$ cat config.mk
export PLATFORM = sky130hd
export DESIGN_NAME = rsa_frame_reader
export DESIGN_NICKNAME = d
export VERILOG_FILES = /design/src/rtl/rsa_frame_pkg.sv /design/src/rtl/frame_idle_timer.sv /design/src/rtl/rsa_frame_reader.sv
export SDC_FILE = /design/constraint.sdc
export NUM_CORES = 1
export LEC_CHECK = 0
export ABC_AREA = 1
export CAP_MARGIN = 20
export CORE_UTILIZATION = 25
export DETAILED_ROUTE_END_ITERATION = 6
export PLACE_DENSITY = 0.49
export SLEW_MARGIN = 40
export SYNTH_ARGS = -nofsm -noshare
export SYNTH_HDL_FRONTEND = slang
export SYNTH_HIERARCHICAL = 1
export SYNTH_SLANG_ARGS = --single-unit
$ cat constraint.sdc
create_clock -name clk -period 3.2 [get_ports clk]
set_clock_uncertainty 0.05 [all_clocks]
set_input_delay 0.8 -clock clk [delete_from_list [all_inputs] [get_ports clk]]
set_output_delay 0.8 -clock clk [all_outputs]
set_load 0.005 [all_outputs]
$ cat src/rtl/rsa_frame_pkg.sv
// Shared types and constants for the RSA RX frame reader.
package rsa_frame_pkg;

    // Read-side sequencer states.
    typedef enum logic [2:0] {
        HUNT    = 3'd0,
        LEN     = 3'd1,
        PAYLOAD = 3'd2,
        CHK     = 3'd3,
        OUT     = 3'd4
    } state_e;

    // Drop reasons reported on err_code.
    localparam logic [1:0] ERR_NONE    = 2'd0;
    localparam logic [1:0] ERR_LEN     = 2'd1;
    localparam logic [1:0] ERR_CHK     = 2'd2;
    localparam logic [1:0] ERR_TIMEOUT = 2'd3;

    localparam logic [7:0] DEFAULT_SYNC_BYTE = 8'hA5;

    // True while a frame is partially received and may stall.
    function automatic logic in_frame(input state_e s);
        return (s == LEN) || (s == PAYLOAD) || (s == CHK);
    endfunction

endpackage

$ cat src/rtl/frame_idle_timer.sv
// Idle counter for an in-progress frame: counts enabled cycles, fires when
// the count reaches TIMEOUT_CYCLES and restarts from zero on clear or expiry.
module frame_idle_timer #(
    parameter int unsigned TIMEOUT_CYCLES = 1000
) (
    input  logic clk,
    input  logic rst,
    input  logic clr_i,
    input  logic en_i,
    output logic expire_o
);

    localparam logic [15:0] LAST_COUNT = 16'(TIMEOUT_CYCLES - 1);

    logic [15:0] count_q;
    logic [15:0] count_d;

    // Expiry is flagged on the edge that would make the count reach the limit.
    assign expire_o = en_i && !clr_i && (count_q == LAST_COUNT);

    // Next count: clear wins, then expiry restart, then increment.
    always_comb begin
        count_d = count_q;
        if (clr_i || expire_o) begin
            count_d = '0;
        end else if (en_i) begin
            count_d = count_q + 16'd1;
        end
    end

    // Counter register.
    always_ff @(posedge clk or negedge rst) begin
        if (!rst) begin
            count_q <= '0;
        end else begin
            count_q <= count_d;
        end
    end

endmodule

$ cat src/rtl/rsa_frame_reader.sv
// Pops the RX byte FIFO, finds SYNC, parses LEN/payload/CHK and presents the
// payload as a right-aligned big-endian operand; bad frames are dropped and
// counted.
module rsa_frame_reader
    import rsa_frame_pkg::*;
#(
    parameter logic [7:0]  SYNC_BYTE      = DEFAULT_SYNC_BYTE,
    parameter int unsigned MAX_LEN        = 16,
    parameter int unsigned TIMEOUT_CYCLES = 1000
) (
    input  logic                 clk,
    input  logic                 rst,
    input  logic [7:0]           fifo_data,
    input  logic                 fifo_empty,
    output logic                 fifo_rd_en,
    output logic [8*MAX_LEN-1:0] frame_data,
    output logic [4:0]           frame_len,
    output logic                 frame_valid,
    input  logic                 frame_ready,
    output logic                 err_pulse,
    output logic [1:0]           err_code,
    output logic [7:0]           err_count
);

    localparam int unsigned W         = 8 * MAX_LEN;
    localparam logic [7:0]  MAX_LEN_B = 8'(MAX_LEN);

    state_e         state_q, state_d;
    logic [W-1:0]   data_q, data_d;
    logic [4:0]     len_q, len_d;
    logic [4:0]     cnt_q, cnt_d;
    logic [7:0]     acc_q, acc_d;
    logic           err_pulse_q, err_pulse_d;
    logic [1:0]     err_code_q, err_code_d;
    logic [7:0]     err_count_q, err_count_d;

    logic           active;
    logic           timer_expire;
    logic           err_raise;
    logic [1:0]     err_kind;

    assign active      = in_frame(state_q);
    // The FIFO is never read while a frame waits for the RSA core.
    assign fifo_rd_en  = !fifo_empty && (state_q != OUT);

    assign frame_data  = data_q;
    assign frame_len   = len_q;
    assign frame_valid = (state_q == OUT);
    assign err_pulse   = err_pulse_q;
    assign err_code    = err_code_q;
    assign err_count   = err_count_q;

    // Idle timer only runs mid-frame and restarts on every pop.
    frame_idle_timer #(
        .TIMEOUT_CYCLES (TIMEOUT_CYCLES)
    ) u_idle_timer (
        .clk      (clk),
        .rst      (rst),
        .clr_i    (fifo_rd_en || !active),
        .en_i     (active && fifo_empty),
        .expire_o (timer_expire)
    );

    // Frame parser next-state and error reporting.
    always_comb begin
        state_d     = state_q;
        data_d      = data_q;
        len_d       = len_q;
        cnt_d       = cnt_q;
        acc_d       = acc_q;
        err_pulse_d = 1'b0;
        err_code_d  = err_code_q;
        err_count_d = err_count_q;
        err_raise   = 1'b0;
        err_kind    = ERR_NONE;

        case (state_q)
            HUNT: begin
                if (fifo_rd_en && (fifo_data == SYNC_BYTE)) begin
                    state_d = LEN;
                end
            end
            LEN: begin
                if (fifo_rd_en) begin
                    if ((fifo_data == 8'd0) || (fifo_data > MAX_LEN_B)) begin
                        err_raise = 1'b1;
                        err_kind  = ERR_LEN;
                        state_d   = HUNT;
                    end else begin
                        len_d   = fifo_data[4:0];
                        data_d  = '0;
                        cnt_d   = '0;
                        acc_d   = fifo_data;
                        state_d = PAYLOAD;
                    end
                end
            end
            PAYLOAD: begin
                if (fifo_rd_en) begin
                    // Shift-in keeps the first byte most significant.
                    data_d = (data_q << 8) | W'(fifo_data);
                    acc_d  = acc_q ^ fifo_data;
                    cnt_d  = cnt_q + 5'd1;
                    if (cnt_d == len_q) begin
                        state_d = CHK;
                    end
                end
            end
            CHK: begin
                if (fifo_rd_en) begin
                    if (fifo_data == acc_q) begin
                        state_d = OUT;
                    end else begin
                        err_raise = 1'b1;
                        err_kind  = ERR_CHK;
                        state_d   = HUNT;
                    end
                end
            end
            OUT: begin
                if (frame_ready) begin
                    state_d = HUNT;
                end
            end
            default: state_d = HUNT;
        endcase

        // Expiry only happens with the FIFO empty, so it never races a pop.
        if (timer_expire) begin
            err_raise = 1'b1;
            err_kind  = ERR_TIMEOUT;
            state_d   = HUNT;
        end

        if (err_raise) begin
            err_pulse_d = 1'b1;
            err_code_d  = err_kind;
            if (err_count_q != 8'hFF) begin
                err_count_d = err_count_q + 8'd1;
            end
        end
    end

    // State and datapath registers.
    always_ff @(posedge clk or negedge rst) begin
        if (!rst) begin
            state_q     <= HUNT;
            data_q      <= '0;
            len_q       <= '0;
            cnt_q       <= '0;
            acc_q       <= '0;
            err_pulse_q <= 1'b0;
            err_code_q  <= ERR_NONE;
            err_count_q <= '0;
        end else begin
            state_q     <= state_d;
            data_q      <= data_d;
            len_q       <= len_d;
            cnt_q       <= cnt_d;
            acc_q       <= acc_d;
            err_pulse_q <= err_pulse_d;
            err_code_q  <= err_code_d;
            err_count_q <= err_count_d;
        end
    end

endmodule

==> metrics list, run 1 <==
- Total power divided by cell area: 969 nW/um^2
* Detailed-placement wirelength estimate: 15,100 um
- STA classifies the critical path startpoint as an input pin.
- After detailed routing, the number of remaining DRC violations is 0.
- During synthesis, Yosys emitted a total of 6 warnings.
* Worst vdd rail ir drop: 0.435 mV
- After layout, the worst path uses 92.4% of the clock period.
* Post_cts resized: 0
* Congestion Overflow GR: 0
- Data on the critical path is required at its endpoint by 2.35 ns.
* Setup total negative slack: 0 ns
- The smallest clock period supported by the final layout is computed as 2.96 ns.
- The initial utilization of the core area, before any placement, comes to 25.6%.
- Timing startpoint of the critical path: fifo_empty
- Clock network latency to the later pin of the worst-skew pair: 0.43 ns
* Clock Path Buffers: 2
- The initial antenna violation count came to 0.
- Row count: 63
- Sink Count: 176
- Die W: 177 um
- Synthesis-stage register bit count: 176
- Setup repair after global routing missed its margin: false
- WL/cell: 16.0 um
* R2R Path Start: state_q[0]
* Max Fclk: 0.338 GHz
- Core outline area: 29,900 sq um
- In this run the clock root is driven by a sky130_fd_sc_hd__clkbuf_16.
* First-pass GRT wire length: 34,800 um
* FFs w/ async S/R, synth: 100%
* Area contributors post-synth: sky130_fd_sc_hd__dfrtp_1, sky130_fd_sc_hd__o22ai_1, sky130_fd_sc_hd__inv_1
- First-pass iteration count of the detailed router: 5
- Worst stage delay on the critical path: 0.56 ns
* Final instance area: 10,200 sq um
- The routed design has 21,900 um of wire.
- Global placer's final weighted congestion: 0.848
- At the pin with the least slew margin, the transition time is 0.627 ns.
* Post-CTS setup repair buffer count: 0
* Count of maximum capacitance violations: 0
- Critical path cell sequence: clkdlybuf4s50_1, a21oi_2, clkdlybuf4s50_1
- Maximum number of pins on one net before global-route repair: 132
- The average instance in the mapped netlist occupies 9.51 sq um.
- The die is 177 um tall.
- The post-route netlist has 7.87% of its cells at a drive strength greater than 1.
- Once placement completed, the tool counted placed cells totaling 1,337.
* Area added between synthesis and finish: 33.3%
- sky130_fd_sc_hd__dfrtp_1 takes more of the synthesized area than any other cell.
- Number of nets still failing antenna checks after routing: 0
* Top cell type's share of synthesized area: 57.5%
- In this run the cell area of the synthesized design comes to 7660 sq um.
- Total number of vias: 6,107
* End point of the critical path: fifo_rd_en
* Antenna diode instance count: 0
- The cell that appears most often on the critical path is sky130_fd_sc_hd__clkdlybuf4s50_1.
- Status: finished, final reports clean
- The max-slew violation count was 0.
- Largest driver fanout on the critical path: 3
- Die area: 31,300 sq um
- Among all stages on the critical path, the largest delay is contributed by sky130_fd_sc_hd__clkdlybuf4s50_1.
- Clock tree synthesis inserted a total of 17 buffers.
* Worst-case headroom to the max-slew limit: 58.2%
* Clock slew at reported path FFs: 0.07 ns
- Static leakage: 4.60 nW
- For this run, the register share of the synthesized area comes to 57.5%.
- Setup violations remaining at the end of the flow were counted as 0.
- Post-layout net count: 981
- Vias in the first global route: 6,065
- Measured in cells, the most critical reg-to-reg path has a length of 12.
- For this run, the leading register cell type out of synthesis is sky130_fd_sc_hd__dfrtp_1.
- For the worst setup path, the data arrival time is 2.11 ns.
- Placed Area: 9610 sq um
* Clock tree from TritonCTS: done
- R2R Setup Slk: 1.02 ns
* Endpoint class of the critical path: output port
- The finished layout holds 1,369 standard cells, fillers aside.
- Post-Synthesis Net Count: 820
- The synthesized netlist contains 32 unique library cells.
- Top cell types by occurrence after synthesis: sky130_fd_sc_hd__dfrtp_1, sky130_fd_sc_hd__inv_1, sky130_fd_sc_hd__nand2_1, sky130_fd_sc_hd__o22ai_1, sky130_fd_sc_hd__nor2_1
- The synthesized design contains 0 enable-type register cells.
* Final Power: 9.89 mW
- Count of mapped cells out of synthesis: 805
* Hold violation total from the final report: 0
* First-iteration detailed-routing DRC count: 411
* Detail-routed via count per cell: 4.46
- The H-tree was split into 4 levels.
* Number of input and output port buffers inserted: 157
* Hold_buf cts: 0
* CP Class: in -> out
* Dominant cell by count in the synthesized netlist: sky130_fd_sc_hd__dfrtp_1
- Pin placement for this block handled 158 I/O pins.
* Global-route usage over all layers: 14.4%
- The endpoint identified for the worst register-to-register timing path is err_count[1].
* Worst min-delay path category: in -> async
-- power breakdown --
| group | switching [mW] | leakage (nW) | internal [mW] |
|---|---|---|---|
| clock | 1.02 | 0.286 | 1.12 |
| sequential | 0.598 | 2.22 | 3.15 |
| combinational | 1.88 | 2.10 | 2.12 |
| total | 3.50 | 4.60 | 6.39 |
-- worst min path at each step --
stage / endpoint / start / slack, ns
floorplan: err_code[0] / err_code[0] / 0.43
global placement: err_code[0] / err_code[0] / 0.42
detailed placement: err_code[0] / err_code[0] / 0.42
CTS: frame_data[43] / rst / 0.33
global route: frame_data[17] / rst / 0.35
finish: frame_data[17] / rst / 0.33
-- placed cells by master, fill, tap and decap left out, drive strengths merged, types with 5 or more instances in the layout --
master,n
nand4,16
inv,171
nor2,49
o21ai,33
nor3,5
nand2,130
xnor2,9
dfrtp,176
nand3b,6
buf,19
nand3,36
clkbuf,19
clkdlybuf4s50,156
clkinv,6
xor2,11
o22ai,122
-- layout make-up --
| class | count | area [sq um] |
|---|---|---|
| repair buffers | 176 | 1780 |
| clock buffers | 18 | 429 |
| clock inverters | 14 | 168 |
| inverters | 166 | 626 |
| fillers | 3081 | 19700 |
| flip-flops and latches | 176 | 4400 |
| well taps | 390 | 488 |
| multi-input cells | 429 | 2310 |
-- cells by family after synthesis --
group | share of synthesized area (%)
compound gates | 12.6
xor+xnor | 2.29
fa+ha+maj | 0.490
buf+inv | 12.4
flops | 57.5
mux | 0.131
simple gates | 14.6
-- per-layer routing --
metal | share of wire [%] | global-route usage, % | up-vias
met1 | 46 | 18.9 | 2976
met4 | 1.0 | 3.45 | 0
met2 | 44 | 21.6 | 147
met3 | 8.3 | 6.06 | 17
li1 | - | - | 2967
met5 | 0 | 0 | -
-- worst max-delay path: cells and delay by family --
kind	cells	cell delay, ns
buffers and inverters	2	1.03
AO/OA/AOI/OAI	1	0.28
-- flip-flops by register name, summed over array words and instances, names as in the netlist --
name / cells
frame_data: 128
state_q: 3
u_idle_timer/count_q: 16
err_count: 8
cnt_q: 5
err_code: 2
acc_q: 8
frame_len: 5
err_pulse: 1
-- through the flow --
stage | setup WS, ns | hold WS, ns | utilization [%]
after CTS | 0.250 | 0.333 | 34.2
after global placement | 0.188 | 0.419 | 32.2
final | 0.244 | 0.327 | 34.2
after global routing | 0.175 | 0.355 | 34.2
after floorplan | 0.668 | 0.426 | -
after detailed placement | 0.178 | 0.424 | 32.2
Power figures use the tool's default switching activity.
==> run 2, diff against run 1 <==
--- a/config.mk
+++ b/config.mk
@@ -7,9 +7,10 @@
 export LEC_CHECK = 0
 export ABC_AREA = 1
 export CAP_MARGIN = 20
-export CORE_UTILIZATION = 25
+export CORE_UTILIZATION = 52
+export CTS_CLUSTER_DIAMETER = 200
 export DETAILED_ROUTE_END_ITERATION = 6
-export PLACE_DENSITY = 0.49
+export PLACE_DENSITY = 0.85
 export SLEW_MARGIN = 40
 export SYNTH_ARGS = -nofsm -noshare
 export SYNTH_HDL_FRONTEND = slang
==> metrics list, run 2 (same netlist as run 1, synthesis figures left out) <==
- Timing startpoint of the critical path: fifo_empty
- The total setup violations reported at the end of the flow was 0 (unchanged).
- The placement row count is 43 (-32%).
- Count of maximum capacitance violations: 0 (unchanged)
- Top library cells by usage in the layout, fill and taps aside: sky130_fd_sc_hd__dfrtp_1, sky130_fd_sc_hd__inv_1, sky130_fd_sc_hd__clkdlybuf4s50_1
- Final Power: 9.88 mW (about the same)
* Clock network latency to the later pin of the worst-skew pair: 0.43 ns (about the same)
* R2R Path Start: state_q[0]
- Sequential power share: 38.3% (+0.4 points)
- Critical path arrival: 2.15 ns (+0.04 ns)
* Height of the die: 123 um (-30%)
- Maximum number of pins on one net before global-route repair: 126 (-4.5%)
- Number of flip-flops in the largest register: 128 (unchanged)
- The die width came to 123 um (-30%).
- The starting density of the core was 54.3% (+29 points).
- Critical path data required time: 2.35 ns (about the same)
- Hold violation total from the final report: 0 (unchanged)
- The residual overflow from global routing came to 0 (unchanged).
- First-pass iteration count of the detailed router: 5 (unchanged)
- The setup path with the least slack is of type in -> out.
- Total power divided by cell area: 1000 nW/um^2 (+3.2%)
- Total number of vias: 6,256 (+2.4%)
* Most common cell after layout, fill and taps aside: sky130_fd_sc_hd__dfrtp_1
- The post-detailed-route DRC marker count came to 0 (unchanged).
* Status: finished, final reports clean
- The setup fix buffers added after clock tree synthesis is 0 (unchanged).
* Number of input and output port buffers inserted: 157 (unchanged)
* Minimum clock period after layout: 3.00 ns (+0.0489 ns)
* Hold_buf cts: 0 (unchanged)
* WL/cell: 17.2 um (+7.6%)
- First-pass GRT wire length: 31,200 um (-10%)
- The worst-case clock buffer depth came to 2 (unchanged).
- The initial antenna violation count was 0 (unchanged).
- The layout cell share with drive strength beyond 1 was 7.09% (-0.77 points).
- The worst setup path is captured at an output port.
- Post-layout net count: 975 (-0.61%)
- Area added between synthesis and finish: 29.1%
- Net load switching power: 3.44 mW (-1.5%)
- Worst-case headroom to the max-slew limit: 55.4% (-2.8 points)
- Setup repair after global routing missed its margin: false
* Layout filler cell count: 1,036 (-66%)
- Max Fclk: 0.333 GHz (-1.6%)
- Boundary pin count: 158 (unchanged)
- TritonCTS built the clock tree.
- The worst supply voltage drop on vdd came to 0.776 mV (+79%).
- First-iteration detailed-routing DRC count: 447 (+8.8%)
- The area of the core region was 14,100 sq um (-53%).
* Global-route usage over all layers: 27.4% (+13 points)
- Die area: 15,200 sq um (-51%)
- The tightest min-delay check is of the in -> async type.
- The internal power was 6.44 mW (+0.75%).
- The number of sinks driven by the clock tree is 176 (unchanged).
- Antenna diode instance count: 0 (unchanged)
- The deepest level of the CTS H-tree was 4 (unchanged).
- Switching share of power: 34.8% (-0.52 points)
* Share of power burned in combinational logic: 40.5% (about the same)
- The setup slack of the worst register-to-register path is 0.93 ns (-0.09 ns).
- Vias in the first global route: 6,099 (+0.56%)
* Detail-routed via count per cell: 5.43 (+22%)
* Wirelength, routed: 19,800 um (-9.4%)
* Post_cts resized: 0 (unchanged)
- The utilization after layout was 70.1% (+36 points).
- Share of the clock period used by the worst path after layout: 93.9% (+1.5 points)
* Number of nets still failing antenna checks after routing: 0 (unchanged)
- In this run the clock root is driven by a sky130_fd_sc_hd__clkbuf_16.
* Element type at the critical path start: input pin
* Detailed-placement wirelength estimate: 13,300 um (-12%)
- The leakage power summed over all cells was 4.57 nW (-0.79%).
* Clock slew at reported path FFs: 0.07 ns (about the same)
* Setup total negative slack: 0 ns (unchanged)
- Largest driver fanout on the critical path: 4 (+1)
* Clock share of power: 21.2% (-0.4 points)
- The total CTS buffers came to 17 (unchanged).
- Max-slew violation count: 0 (unchanged)
- The global placer's final weighted congestion was 0.857 (+1.1%).
* Transition time of the tightest slew-check pin: 0.669 ns (+0.0419 ns)
-- run 2: power by group through the flow --
stage          registers, mW  clock network, mW  logic [mW]
2_1_floorplan           3.77                  0        1.69
3_3_place_gp            3.74                  0        3.84
3_5_place_dp            3.77                  0        3.95
4_1_cts                 3.78               2.12        4.02
5_1_grt                 3.88               2.20        4.39
6_report                3.79               2.09        4.01
-- run 2: critical path, cell delays in order --
cell and delay (ns):
sky130_fd_sc_hd__clkdlybuf4s50_1 0.44, sky130_fd_sc_hd__buf_4 0.18, sky130_fd_sc_hd__a21oi_2 0.19, sky130_fd_sc_hd__clkdlybuf4s50_1 0.54
-- run 2: layout make-up --
class	instances	area (sq um)	area share, %
Clock buffer	20	437	4.42
Clock inverter	12	151	1.53
Inverter	166	626	6.33
Multi-Input combinational cell	429	2310	23.4
Sequential cell	176	4400	44.6
Tap cell	180	225	2.28
Timing Repair Buffer	170	1730	17.5
-- run 2: metal layers --
| layer | global-route usage, % | part of all wire, % | wire [um] |
|---|---|---|---|
| met3 | 9.69 | 8.6 | 1710 |
| met5 | 0 | 0 | 0 |
| met2 | 44.9 | 49 | 9670 |
| met4 | 8.43 | 1.5 | 293 |
| met1 | 34.1 | 41 | 8160 |
-- run 2: final timing paths --
check | end | depth (start not counted)
max | fifo_rd_en | 4
min | err_pulse | 1
max reg2reg | err_count[2] | 11
min reg2reg | frame_data[127] | 2
max in group asynchronous | frame_data[82] | 2
min in group clk | frame_data[127] | 2
-- run 2: per-stage QoR --
stage	cells	area [sq um]	hold slack (ns)	worst slack, ns
2_1_floorplan	805	7660	0.426	0.668
4_1_cts	1153	9880	0.360	0.211
3_3_place_gp	1121	9300	0.415	0.228
3_5_place_dp	1121	9300	0.428	0.128
5_1_grt	1153	9880	0.375	0.160
6_report	1153	9880	0.351	0.195
==> run 3, diff against run 2 <==
--- a/config.mk
+++ b/config.mk
@@ -6,6 +6,7 @@
 export NUM_CORES = 1
 export LEC_CHECK = 0
 export ABC_AREA = 1
+export ABC_CLOCK_PERIOD_IN_PS = 3200
 export CAP_MARGIN = 20
 export CORE_UTILIZATION = 52
 export CTS_CLUSTER_DIAMETER = 200
==> results of run 3 <==
No change in the layout: final DEF, timing and power equal those of run 2.
